### src/rtl/img_window_fetch_if.sv
// img_window_fetch_if
//   Image-memory read port used by img_window_fetch.
//   master (fetch stage): drives mem_addr / mem_rd_en, samples mem_data.
//   slave  (memory)     : samples mem_addr / mem_rd_en, drives mem_data.
//   mem_data is valid MEM_LAT cycles after the registered address/strobe.
interface img_window_fetch_if #(
    parameter int unsigned ADDR_W = 19
);
    logic [ADDR_W-1:0] mem_addr;
    logic              mem_rd_en;
    logic [7:0]        mem_data;

    modport master (
        output mem_addr,
        output mem_rd_en,
        input  mem_data
    );

    modport slave (
        input  mem_addr,
        input  mem_rd_en,
        output mem_data
    );
endinterface

### src/rtl/img_window_fetch.sv
// img_window_fetch
//   Per-pixel image fetch between the VGA timing generator and the grey
//   output. Maps the raster position to an image-memory read address with
//   the image anchored top-left at 1x or 2x nearest-neighbour zoom, delays
//   sync/active to match the memory latency and blanks pixels outside the
//   image window.
//
// Ports
//   clk, reset          pixel clock, asynchronous active-high reset
//   pix_x, pix_y        raster column / row
//   active              raster inside the visible area
//   hs_in, vs_in        syncs (active-low)
//   dimensiones         [15:8] image width, [7:0] image height
//   zoom                0 = 1x, 1 = 2x
//   mem                 image-memory read port (master side)
//   pixel               grey output pixel
//   pixel_valid         delayed active
//   hs_out, vs_out      delayed syncs
//
// Build option
//   IMG_BORDER_EN       when defined, draws a white 1-pixel frame (2 pixels
//                       at 2x zoom) just right of / below the image.
module img_window_fetch #(
    parameter int unsigned H_ACTIVE = 640,
    parameter int unsigned V_ACTIVE = 480,
    parameter int unsigned MEM_LAT  = 2,
    parameter int unsigned ADDR_W   = 19
) (
    input  logic                      clk,
    input  logic                      reset,
    input  logic [9:0]                pix_x,
    input  logic [9:0]                pix_y,
    input  logic                      active,
    input  logic                      hs_in,
    input  logic                      vs_in,
    input  logic [15:0]               dimensiones,
    input  logic                      zoom,
    img_window_fetch_if.master        mem,
    output logic [7:0]                pixel,
    output logic                      pixel_valid,
    output logic                      hs_out,
    output logic                      vs_out
);

    localparam logic [9:0] H_LIM = 10'(H_ACTIVE);
    localparam logic [9:0] V_LIM = 10'(V_ACTIVE);

    typedef enum logic {
        WAIT_FRAME,
        SCAN
    } state_t;

    state_t state, state_nxt;
    logic   scan_en;

    logic [7:0] w_sh, h_sh;
    logic       z_sh;
    logic [7:0] w_cur, h_cur;
    logic       z_cur;

    logic       fs;
    logic       on_screen;
    logic       line_start;
    logic [9:0] xz, yz;
    logic       in_win;
    logic       border;

    logic [ADDR_W-1:0] row_base, row_cur, rd_addr;
    logic [7:0]        col, col_cur;
    logic              col_inc;

    logic [MEM_LAT:0] win_d, brd_d, act_d, hs_d, vs_d;

    assign fs         = active && (pix_x == '0) && (pix_y == '0);
    assign on_screen  = active && (pix_x < H_LIM) && (pix_y < V_LIM);
    assign line_start = active && (pix_x == '0);

    // The frame-start pixel itself must already use the new dimensions,
    // so the shadow registers are bypassed on that cycle.
    assign w_cur = fs ? dimensiones[15:8] : w_sh;
    assign h_cur = fs ? dimensiones[7:0]  : h_sh;
    assign z_cur = fs ? zoom              : z_sh;

    assign xz = z_cur ? {1'b0, pix_x[9:1]} : pix_x;
    assign yz = z_cur ? {1'b0, pix_y[9:1]} : pix_y;

    // ---------------- FSM ----------------
    always_ff @(posedge clk or posedge reset) begin
        if (reset) begin
            state <= WAIT_FRAME;
        end else begin
            state <= state_nxt;
        end
    end

    always_comb begin
        state_nxt = state;
        scan_en   = 1'b0;
        case (state)
            WAIT_FRAME: begin
                if (fs) begin
                    state_nxt = SCAN;
                    scan_en   = 1'b1;
                end
            end
            SCAN: begin
                scan_en = 1'b1;
            end
            default: begin
                state_nxt = WAIT_FRAME;
            end
        endcase
    end

    // ---------------- window / border ----------------
    assign in_win = scan_en && on_screen
                 && (xz < {2'b00, w_cur}) && (yz < {2'b00, h_cur});

`ifdef IMG_BORDER_EN
    assign border = scan_en && on_screen && !in_win
                 && (w_cur != '0) && (h_cur != '0)
                 && (((xz == {2'b00, w_cur}) && (yz <= {2'b00, h_cur}))
                  || ((yz == {2'b00, h_cur}) && (xz <= {2'b00, w_cur})));
`else
    assign border = 1'b0;
`endif

    // ---------------- shadow registers ----------------
    always_ff @(posedge clk or posedge reset) begin
        if (reset) begin
            w_sh <= '0;
            h_sh <= '0;
            z_sh <= 1'b0;
        end else if (fs) begin
            w_sh <= dimensiones[15:8];
            h_sh <= dimensiones[7:0];
            z_sh <= zoom;
        end
    end

    // ---------------- address generation ----------------
    // row_cur/col_cur are the base and column of the current pixel; the
    // registers hold the values carried into the next pixel. The row base
    // only advances when entering a new image row that lies in the window,
    // which keeps the accumulator within 255*254.
    always_comb begin
        row_cur = row_base;
        col_cur = col;
        if (line_start) begin
            col_cur = '0;
            if (pix_y == '0) begin
                row_cur = '0;
            end else if ((!z_cur || !pix_y[0]) && (yz < {2'b00, h_cur})) begin
                row_cur = row_base + ADDR_W'(w_cur);
            end
        end
    end

    assign rd_addr = row_cur + ADDR_W'(col_cur);
    assign col_inc = in_win && (!z_cur || pix_x[0]);

    always_ff @(posedge clk or posedge reset) begin
        if (reset) begin
            row_base <= '0;
            col      <= '0;
        end else begin
            row_base <= row_cur;
            col      <= col_inc ? col_cur + 8'd1 : col_cur;
        end
    end

    always_ff @(posedge clk or posedge reset) begin
        if (reset) begin
            mem.mem_addr  <= '0;
            mem.mem_rd_en <= 1'b0;
        end else begin
            mem.mem_rd_en <= in_win;
            if (in_win) begin
                mem.mem_addr <= rd_addr;
            end
        end
    end

    // ---------------- delay line and output ----------------
    always_ff @(posedge clk or posedge reset) begin
        if (reset) begin
            win_d <= '0;
            brd_d <= '0;
            act_d <= '0;
            hs_d  <= '1;
            vs_d  <= '1;
        end else begin
            win_d <= {win_d[MEM_LAT-1:0], in_win};
            brd_d <= {brd_d[MEM_LAT-1:0], border};
            act_d <= {act_d[MEM_LAT-1:0], active};
            hs_d  <= {hs_d[MEM_LAT-1:0],  hs_in};
            vs_d  <= {vs_d[MEM_LAT-1:0],  vs_in};
        end
    end

    always_ff @(posedge clk or posedge reset) begin
        if (reset) begin
            pixel       <= '0;
            pixel_valid <= 1'b0;
            hs_out      <= 1'b1;
            vs_out      <= 1'b1;
        end else begin
            if (win_d[MEM_LAT]) begin
                pixel <= mem.mem_data;
            end else if (brd_d[MEM_LAT]) begin
                pixel <= 8'hFF;
            end else begin
                pixel <= 8'h00;
            end
            pixel_valid <= act_d[MEM_LAT];
            hs_out      <= hs_d[MEM_LAT];
            vs_out      <= vs_d[MEM_LAT];
        end
    end

endmodule

### src/flat_wrapper.sv
// flat-port wrapper written by rule: the top's interface ports become plain ports
module img_window_fetch_flat 
#(
    parameter int unsigned H_ACTIVE = 640,
    parameter int unsigned V_ACTIVE = 480,
    parameter int unsigned MEM_LAT  = 2,
    parameter int unsigned ADDR_W   = 19
)
  (clk, reset, pix_x, pix_y, active, hs_in, vs_in, dimensiones, zoom, pixel, pixel_valid, hs_out, vs_out, mem_mem_addr, mem_mem_rd_en, mem_mem_data);
  img_window_fetch_if #(.ADDR_W(ADDR_W)) mem_i ();
  input  logic clk;
  input  logic reset;
  input  logic [9:0] pix_x;
  input  logic [9:0] pix_y;
  input  logic active;
  input  logic hs_in;
  input  logic vs_in;
  input  logic [15:0] dimensiones;
  input  logic zoom;
  output logic [7:0] pixel;
  output logic pixel_valid;
  output logic hs_out;
  output logic vs_out;
  output wire logic [$bits(mem_i.mem_addr)-1:0] mem_mem_addr;
  output wire logic [$bits(mem_i.mem_rd_en)-1:0] mem_mem_rd_en;
  input wire logic [$bits(mem_i.mem_data)-1:0] mem_mem_data;
  assign mem_mem_addr = mem_i.mem_addr;
  assign mem_mem_rd_en = mem_i.mem_rd_en;
  assign mem_i.mem_data = mem_mem_data;
  img_window_fetch #(.H_ACTIVE(H_ACTIVE), .V_ACTIVE(V_ACTIVE), .MEM_LAT(MEM_LAT), .ADDR_W(ADDR_W)) u_core (.clk(clk), .reset(reset), .pix_x(pix_x), .pix_y(pix_y), .active(active), .hs_in(hs_in), .vs_in(vs_in), .dimensiones(dimensiones), .zoom(zoom), .mem(mem_i), .pixel(pixel), .pixel_valid(pixel_valid), .hs_out(hs_out), .vs_out(vs_out));
endmodule
### config.mk
export PLATFORM = sky130hd
export DESIGN_NAME = img_window_fetch_flat
export DESIGN_NICKNAME = d
export VERILOG_FILES = /design/src/rtl/img_window_fetch_if.sv /design/src/rtl/img_window_fetch.sv /design/src/flat_wrapper.sv
export SDC_FILE = /design/constraint.sdc
export NUM_CORES = 1
export LEC_CHECK = 0
export BUFFER_PORTS_ARGS = -buffer_cell sky130_fd_sc_hd__buf_2
export CORE_MARGIN = 5
export CORE_UTILIZATION = 47
export DETAILED_ROUTE_END_ITERATION = 12
export PLACE_DENSITY = 0.68
export SYNTH_ARGS = -nofsm -noshare
export SYNTH_HDL_FRONTEND = slang
export SYNTH_SLANG_ARGS = --single-unit
### constraint.sdc
create_clock -name clk -period 16.4 [get_ports clk]
set_input_delay 1.64 -clock clk [delete_from_list [all_inputs] [get_ports clk]]
set_output_delay 1.64 -clock clk [all_outputs]
set_load 0.02 [all_outputs]
==> impl_metrics.tcl, run 1 <==
set metrics [dict create \
    worst_r2r_path_depth 20 \
    clock-sinks 87 \
    netlist_instances 544 \
    syn_nets 627 \
    place_congestion 0.868 \
    grt_start_max_net_pins 88 \
    fin_crit_ps 9440 \
    synth-edff-count 0 \
    cts_buffers 9 \
    wirelength_mm 12.8 \
    rsz0062_at_grt "false" \
    antennaDiodeCount 0 \
    r2r_start "u_core.z_sh$_DFF_PP0_" \
    stdcell_count 766 \
    place.port_buffers 80 \
    crit_arrival_ps 9740 \
    drive_above_1_share_pct 22.7 \
    ys_seq_area_share_pct 41.8 \
    rr_endpoint "u_core.mem.mem_addr[18]$_DFFE_PP0P_" \
    grt_pass1_vias 4351 \
    tightest_slew_ps 1100 \
    holdWs_ps 359 \
    htreeDepth 3 \
    wire_per_inst_um 16.8 \
    crit_path_start "pix_x[3]" \
    p_leak_uw 0.00302 \
    tritoncts "yes" \
    nets 704 \
    dieHeight_um 116 \
    max_freq_mhz 106 \
    post_cts_buffers 0 \
    antenna_found_initial 0 \
    setup_tns_ps 0 \
    clk_pin_slew_ps 90 \
    die_x_um 116 \
    pin_count 81 \
    syn_area_sq_mm 0.00523 \
    yosys_warnings 0 \
    clockRootBuffer "clkbuf_8" \
    initial_core_util_pct 48.0 \
    drv_cap 0 \
    post_dp_cell_area_sq_mm 0.00575 \
    area_delta_synth_final_pct 14.4 \
    cp.required_ps 16710 \
    core_area_sq_mm 0.0109 \
    min_path_cells 0 \
    power.density_mw_per_mm2 69.5 \
    crit_type "in2reg" \
    ant_nets 0 \
    dpl.cell_count 750 \
    die_area_sq_mm 0.0133 \
    clk_path_buf_depth 2 \
    hold_class "reg2reg" \
    clk_latency_ps 390 \
    dr.pass1.iters 5 \
    startpoint_type "input pin" \
    status "complete, no violations" \
    synth_cell_type_count 71 \
    hpwlAfterDp_mm 9.53 \
    placement_rows 38 \
    vias 4398 \
    synth_flop_cell "dfrtp_1" \
    slew_headroom_pct 26.6 \
    dp_slack_ps 6640 \
    holdPathEnd "u_core.win_d[2]$_DFF_PP0_" \
    report.final.slew_viol_count 0 \
    crit_path_end_kind "flop" \
    syn_area_per_cell_sq_um 9.62 \
    synthArstFlopShare_pct 100 \
    ir_worst_vdd_v 0.0000524 \
    finalSetupViolCount 0 \
    fin_area_sq_mm 0.00598 \
    drc 0 \
    grt-ovfl-total 0 \
    final.setup_skew_ps 8.20 \
    hold_path_startpoint "u_core.win_d[1]$_DFF_PP0_" \
    regToRegSetupSlack_ps 9150 \
    setup_slack_ps 6960 \
    hold_viol 0 \
    fin_crit_sh_pct 57.5 \
    first_iter_violations 257 \
    cp_max_fo 20 \
    cts-resized-gates 0 \
    ctsHoldBuffers 0 \
    grt_use_total_pct 20.0 \
    viasPerCell 5.74 \
    grt_pass1_wl_mm 21.0 \
    ys_seq_elements 87 \
]
## cells in the final DEF, fill, tap and decap left out, types with 16 or more instances in the layout
cell type and instances:
mux2_2 19, inv_1 28, a21oi_1 16, and2_1 24, nor2_1 32, nand2_1 78
buf_2 80, ha_1 31, o21ai_0 23, dfrtp_1 79, nand3_1 18
## worst max path at each step
stage / endpoint / slack, ps / cells past startpoint
floorplan: u_core.mem.mem_addr[18]$_DFFE_PP0P_ / 7740 / 25
global placement: u_core.mem.mem_addr[18]$_DFFE_PP0P_ / 7010 / 23
detailed placement: u_core.mem.mem_addr[18]$_DFFE_PP0P_ / 6640 / 23
CTS: u_core.mem.mem_addr[18]$_DFFE_PP0P_ / 7050 / 23
global route: u_core.mem.mem_addr[18]$_DFFE_PP0P_ / 6430 / 23
finish: u_core.mem.mem_addr[18]$_DFFE_PP0P_ / 6960 / 23
## synthesized netlist by cell type (3+ instances only)
master | count | area, sq um
a211o_1 | 4 | 35.0
a211oi_1 | 8 | 60.1
a21o_1 | 8 | 60.1
a21oi_1 | 16 | 80.1
a31oi_1 | 6 | 37.5
a32o_1 | 3 | 30.0
and2_1 | 24 | 150
and3_1 | 4 | 25.0
and4_1 | 3 | 26.3
buf_1 | 3 | 11.3
clkbuf_1 | 12 | 45.0
dfrtp_1 | 79 | 1980
dfstp_2 | 8 | 210
ha_1 | 31 | 388
inv_1 | 29 | 109
mux2_2 | 19 | 214
mux2i_1 | 10 | 100
nand2_1 | 78 | 293
nand2b_1 | 5 | 31.3
nand3_1 | 18 | 90.1
nand4_1 | 10 | 62.6
nand4b_1 | 5 | 43.8
nor2_1 | 32 | 120
nor3_1 | 8 | 40.0
nor3b_1 | 3 | 22.5
nor4_1 | 4 | 25.0
o2111ai_1 | 4 | 35.0
o211ai_1 | 7 | 52.6
o21ai_0 | 23 | 115
o31ai_1 | 4 | 30.0
or3_1 | 6 | 37.5
or4_1 | 3 | 22.5
xnor2_1 | 10 | 87.6
xor2_1 | 10 | 87.6
## power by group
group | internal (uW) | switching [uW]
Clock | 89.0 | 88.3
Sequential | 217 | 0.447
Combinational | 8.76 | 12.6
Total | 314 | 101
## logic make-up after synthesis
| group | synth area share (%) |
|---|---|
| adder cells (fa/ha/maj) | 8.18 |
| XOR/XNOR | 3.35 |
| AO/OA/AOI/OAI | 15.3 |
| flip-flops | 41.8 |
| multiplexers | 6.00 |
| AND/OR/NAND/NOR | 21.7 |
| buffers and inverters | 3.68 |
## flip-flops by register name (all words and copies together), names as in the netlist
signal and cells:
u_core.act_d 3, u_core.col 8, u_core.h_sh 8, u_core.hs_d 3, u_core.hs_out 1, u_core.mem.mem_addr 19, u_core.pixel 8, u_core.pixel_valid 1
u_core.row_base 19, u_core.state 1, u_core.vs_d 3, u_core.vs_out 1, u_core.w_sh 8, u_core.win_d 3, u_core.z_sh 1
## metrics by stage
stage,utilization (%),total power (uW)
floorplan,-,232
global placement,52.8,242
detailed placement,52.8,243
CTS,55.0,422
global route,55.0,433
finish,55.0,416
## routing by layer
layer	GRT usage, %	share of wire [%]	wire length (um)	vias up
met2	31.1	45	5750	127
met5	0	0	0	-
li1	-	-	-	2121
met1	27.6	48	6120	2132
met4	6.65	1.6	202	0
met3	4.60	6.1	779	18
## area by class of cell
| type | instances | area, sq um |
|---|---|---|
| clock buffer | 9 | 124 |
| multi-input combinational | 410 | 2850 |
| clock inverter | 7 | 106 |
| fill | 1018 | 4900 |
| inverter | 29 | 110 |
| sequential | 87 | 2190 |
| timing repair buffer | 84 | 430 |
| tap | 140 | 175 |
## worst max-delay path, stage by stage
cell and delay [ps]:
buf_2 110, or4b_1 610, or3_4 480, o21ai_0 300, and2_1 640, mux2_2 420
ha_1 310, o21a_1 200, a2111oi_0 880, nand2_1 410, a21oi_1 460, o21ai_1 270
a32o_1 320, ha_1 230, fa_1 400, a21o_1 170, a21oi_1 210, nor2_1 70
o21a_1 180, o41ai_1 790, nor3_1 170, a31o_2 290, a31oi_1 160
Note: power is estimated with default switching activity, not from simulation.
==> inputs of run 2 (changes only) <==
Settings changed: PLACE_DENSITY 0.68 to 0.71.
Clock period 16.4 ns to 8.2 ns, I/O delays scaled along.
==> run 2 against run 1 <==
Compared with the run above: clock power rose by 76%; sequential power rose by 100%; critical path depth rose by 2; clock-buffer cell count rose by 1; combinational power rose by 100%; wire length fell by 2.3%; global-route usage barely moved; clock skew rose by 2.5 ps; critical path type unchanged; largest power group unchanged.
==> impl_metrics.tcl, run 2 (synthesis gave the netlist of run 1 again) <==
set metrics [dict create \
    status "complete, no violations" \
    final_cell_mix "80 x buf_2, 79 x dfrtp_1, 78 x nand2_1, 32 x nor2_1, 31 x ha_1" \
    post_cts_buffers 0 \
    area_delta_synth_final_pct 14.6 \
    antenna_found_initial 0 \
    grt_use_met3_pct 5.33 \
    pwr-share-clk_pct 39.5 \
    die_area_sq_mm 0.0133 \
    p_sw_share_pct 23.7 \
    initial_core_util_pct 48.0 \
    clk_latency_ps 370 \
    cts-resized-gates 0 \
    ir_worst_vdd_v 0.000162 \
    final.setup_skew_ps 10.7 \
    finalSetupViolCount 0 \
    regToRegSetupSlack_ps 2250 \
    crit_type "in2reg" \
    slew_headroom_pct 55.8 \
    fin_crit_ps 7320 \
    core_area_sq_mm 0.0109 \
    top_regs "u_core.mem.mem_addr x19, u_core.row_base x19" \
    htreeDepth 3 \
    power_frac_comb_pct 5.4 \
    wire_per_inst_um 16.3 \
    clockRootBuffer "clkbuf_8" \
    stdcell_count 771 \
    hold_class "reg2reg" \
    hpwlAfterDp_mm 9.63 \
    tightest_slew_ps 659 \
    placement_rows 38 \
    ant_nets 0 \
    antennaDiodeCount 0 \
    drive_above_1_share_pct 23.3 \
    nets 709 \
    dr.pass1.iters 5 \
    multiInputGateArea_sq_mm 0.00285 \
    dieHeight_um 116 \
    rsz0062_at_grt "false" \
    tritoncts "yes" \
    grt_util_met2_pct 31.8 \
    max_freq_mhz 137 \
    clk_pin_slew_ps 90 \
    grt-ovfl-total 0 \
    p_switching_uw 187 \
    vias 4394 \
    p_leak_uw 0.00303 \
    utilization_pct 55.1 \
    wirelength_mm 12.5 \
    drv_cap 0 \
    drc 0 \
    crit_arrival_ps 7620 \
    grt_pass1_vias 4441 \
    dpl.cell_count 755 \
    place.port_buffers 80 \
    place_congestion 0.899 \
    startpoint_type "input pin" \
    fin_area_sq_mm 0.00600 \
    viasPerCell 5.70 \
    grt_pass1_wl_mm 21.2 \
    pin_count 81 \
    hold_viol 0 \
    crit_path_end_kind "flop" \
    cp_max_fo 20 \
    power.density_mw_per_mm2 131 \
    p_int_uw 601 \
    use_met1_pct 27.2 \
    report.final.slew_viol_count 0 \
    setup_tns_ps 0 \
    regArea_sq_mm 0.00219 \
    clk_path_buf_depth 2 \
    die_x_um 116 \
    n_fill_cell 960 \
    final_common_cell "buf_2" \
    power_frac_seq_pct 55.1 \
    fin_crit_sh_pct 89.3 \
    grt_use_total_pct 20.0 \
    grt_start_max_net_pins 51 \
    clock-sinks 87 \
    cts_buffers 9 \
    ctsHoldBuffers 0 \
    first_iter_violations 422 \
    post_dp_cell_area_sq_mm 0.00579 \
    gr-max-usage-layer "met2" \
    cp.required_ps 8500 \
]
-- run 2: changes by cell type in the layout (fill, tap and decap cells not counted) --
cell,change
buf_4,+5
inv_6,-3
clkinvlp_4,+2
bufinv_16,-1
clkbuf_8,+1
clkinv_2,+1
clkinv_4,+1
inv_8,-1
-- run 2: power groups by stage --
stage	Clock [uW]	Combinational, uW	Sequential (uW)
after detailed placement	0	43.1	442
final	311	42.7	434
after CTS	322	43.3	434
after floorplan	0	20.1	443
after global placement	0	41.6	442
after global routing	340	48.6	434
-- run 2: final cells by class --
cell class	count	area share [%]
Multi-Input combinational cell	410	47.5
Sequential cell	87	36.5
Timing Repair Buffer	89	7.80
Tap cell	140	2.92
Clock buffer	10	2.30
Inverter	29	1.84
Clock inverter	6	1.13
-- run 2: metal layers --
layer / wire, um / vias to the layer above
met5: 0 / -
met4: 154 / 0
met3: 942 / 15
met2: 5750 / 159
met1: 5700 / 2082
li1: - / 2138
-- run 2: per-stage QoR --
step                hold slack [ps]  power, uW  setup WS (ps)
global placement                337        484            780
floorplan                       331        463            363
global route                    359        823            289
detailed placement              336        485            489
CTS                             357        800            872
finish                          355        788            880
-- run 2: worst paths after layout --
path / endpoint / depth (start not counted) / startpoint
max reg2reg: u_core.mem.mem_addr[18]$_DFFE_PP0P_ / 22 / u_core.z_sh$_DFF_PP0_
max: u_core.mem.mem_addr[18]$_DFFE_PP0P_ / 25 / pix_x[3]
min: u_core.pixel_valid$_DFF_PP0_ / 0 / u_core.act_d[2]$_DFF_PP0_
min reg2reg: u_core.pixel_valid$_DFF_PP0_ / 0 / u_core.act_d[2]$_DFF_PP0_
min in group asynchronous: u_core.win_d[2]$_DFF_PP0_ / 2 / reset
max in group asynchronous: u_core.mem.mem_addr[8]$_DFFE_PP0P_ / 3 / reset
-- run 2: critical path: stages --
cell       delay [ps]
buf_2             110
or4b_1            610
or3_4             480
o21ai_0           330
and2_1            350
mux2_2            380
ha_1              290
a211o_1           250
a2111oi_0         360
buf_4             200
nand2_1           180
a21oi_1           420
o21ai_1           270
a32o_1            290
ha_1              230
fa_1              400
a21o_1            170
a21oi_1           220
nor2_1             70
o21a_1            180
o41ai_1           320
buf_4             210
nor3_1             60
a31o_2            260
a31oi_1           150
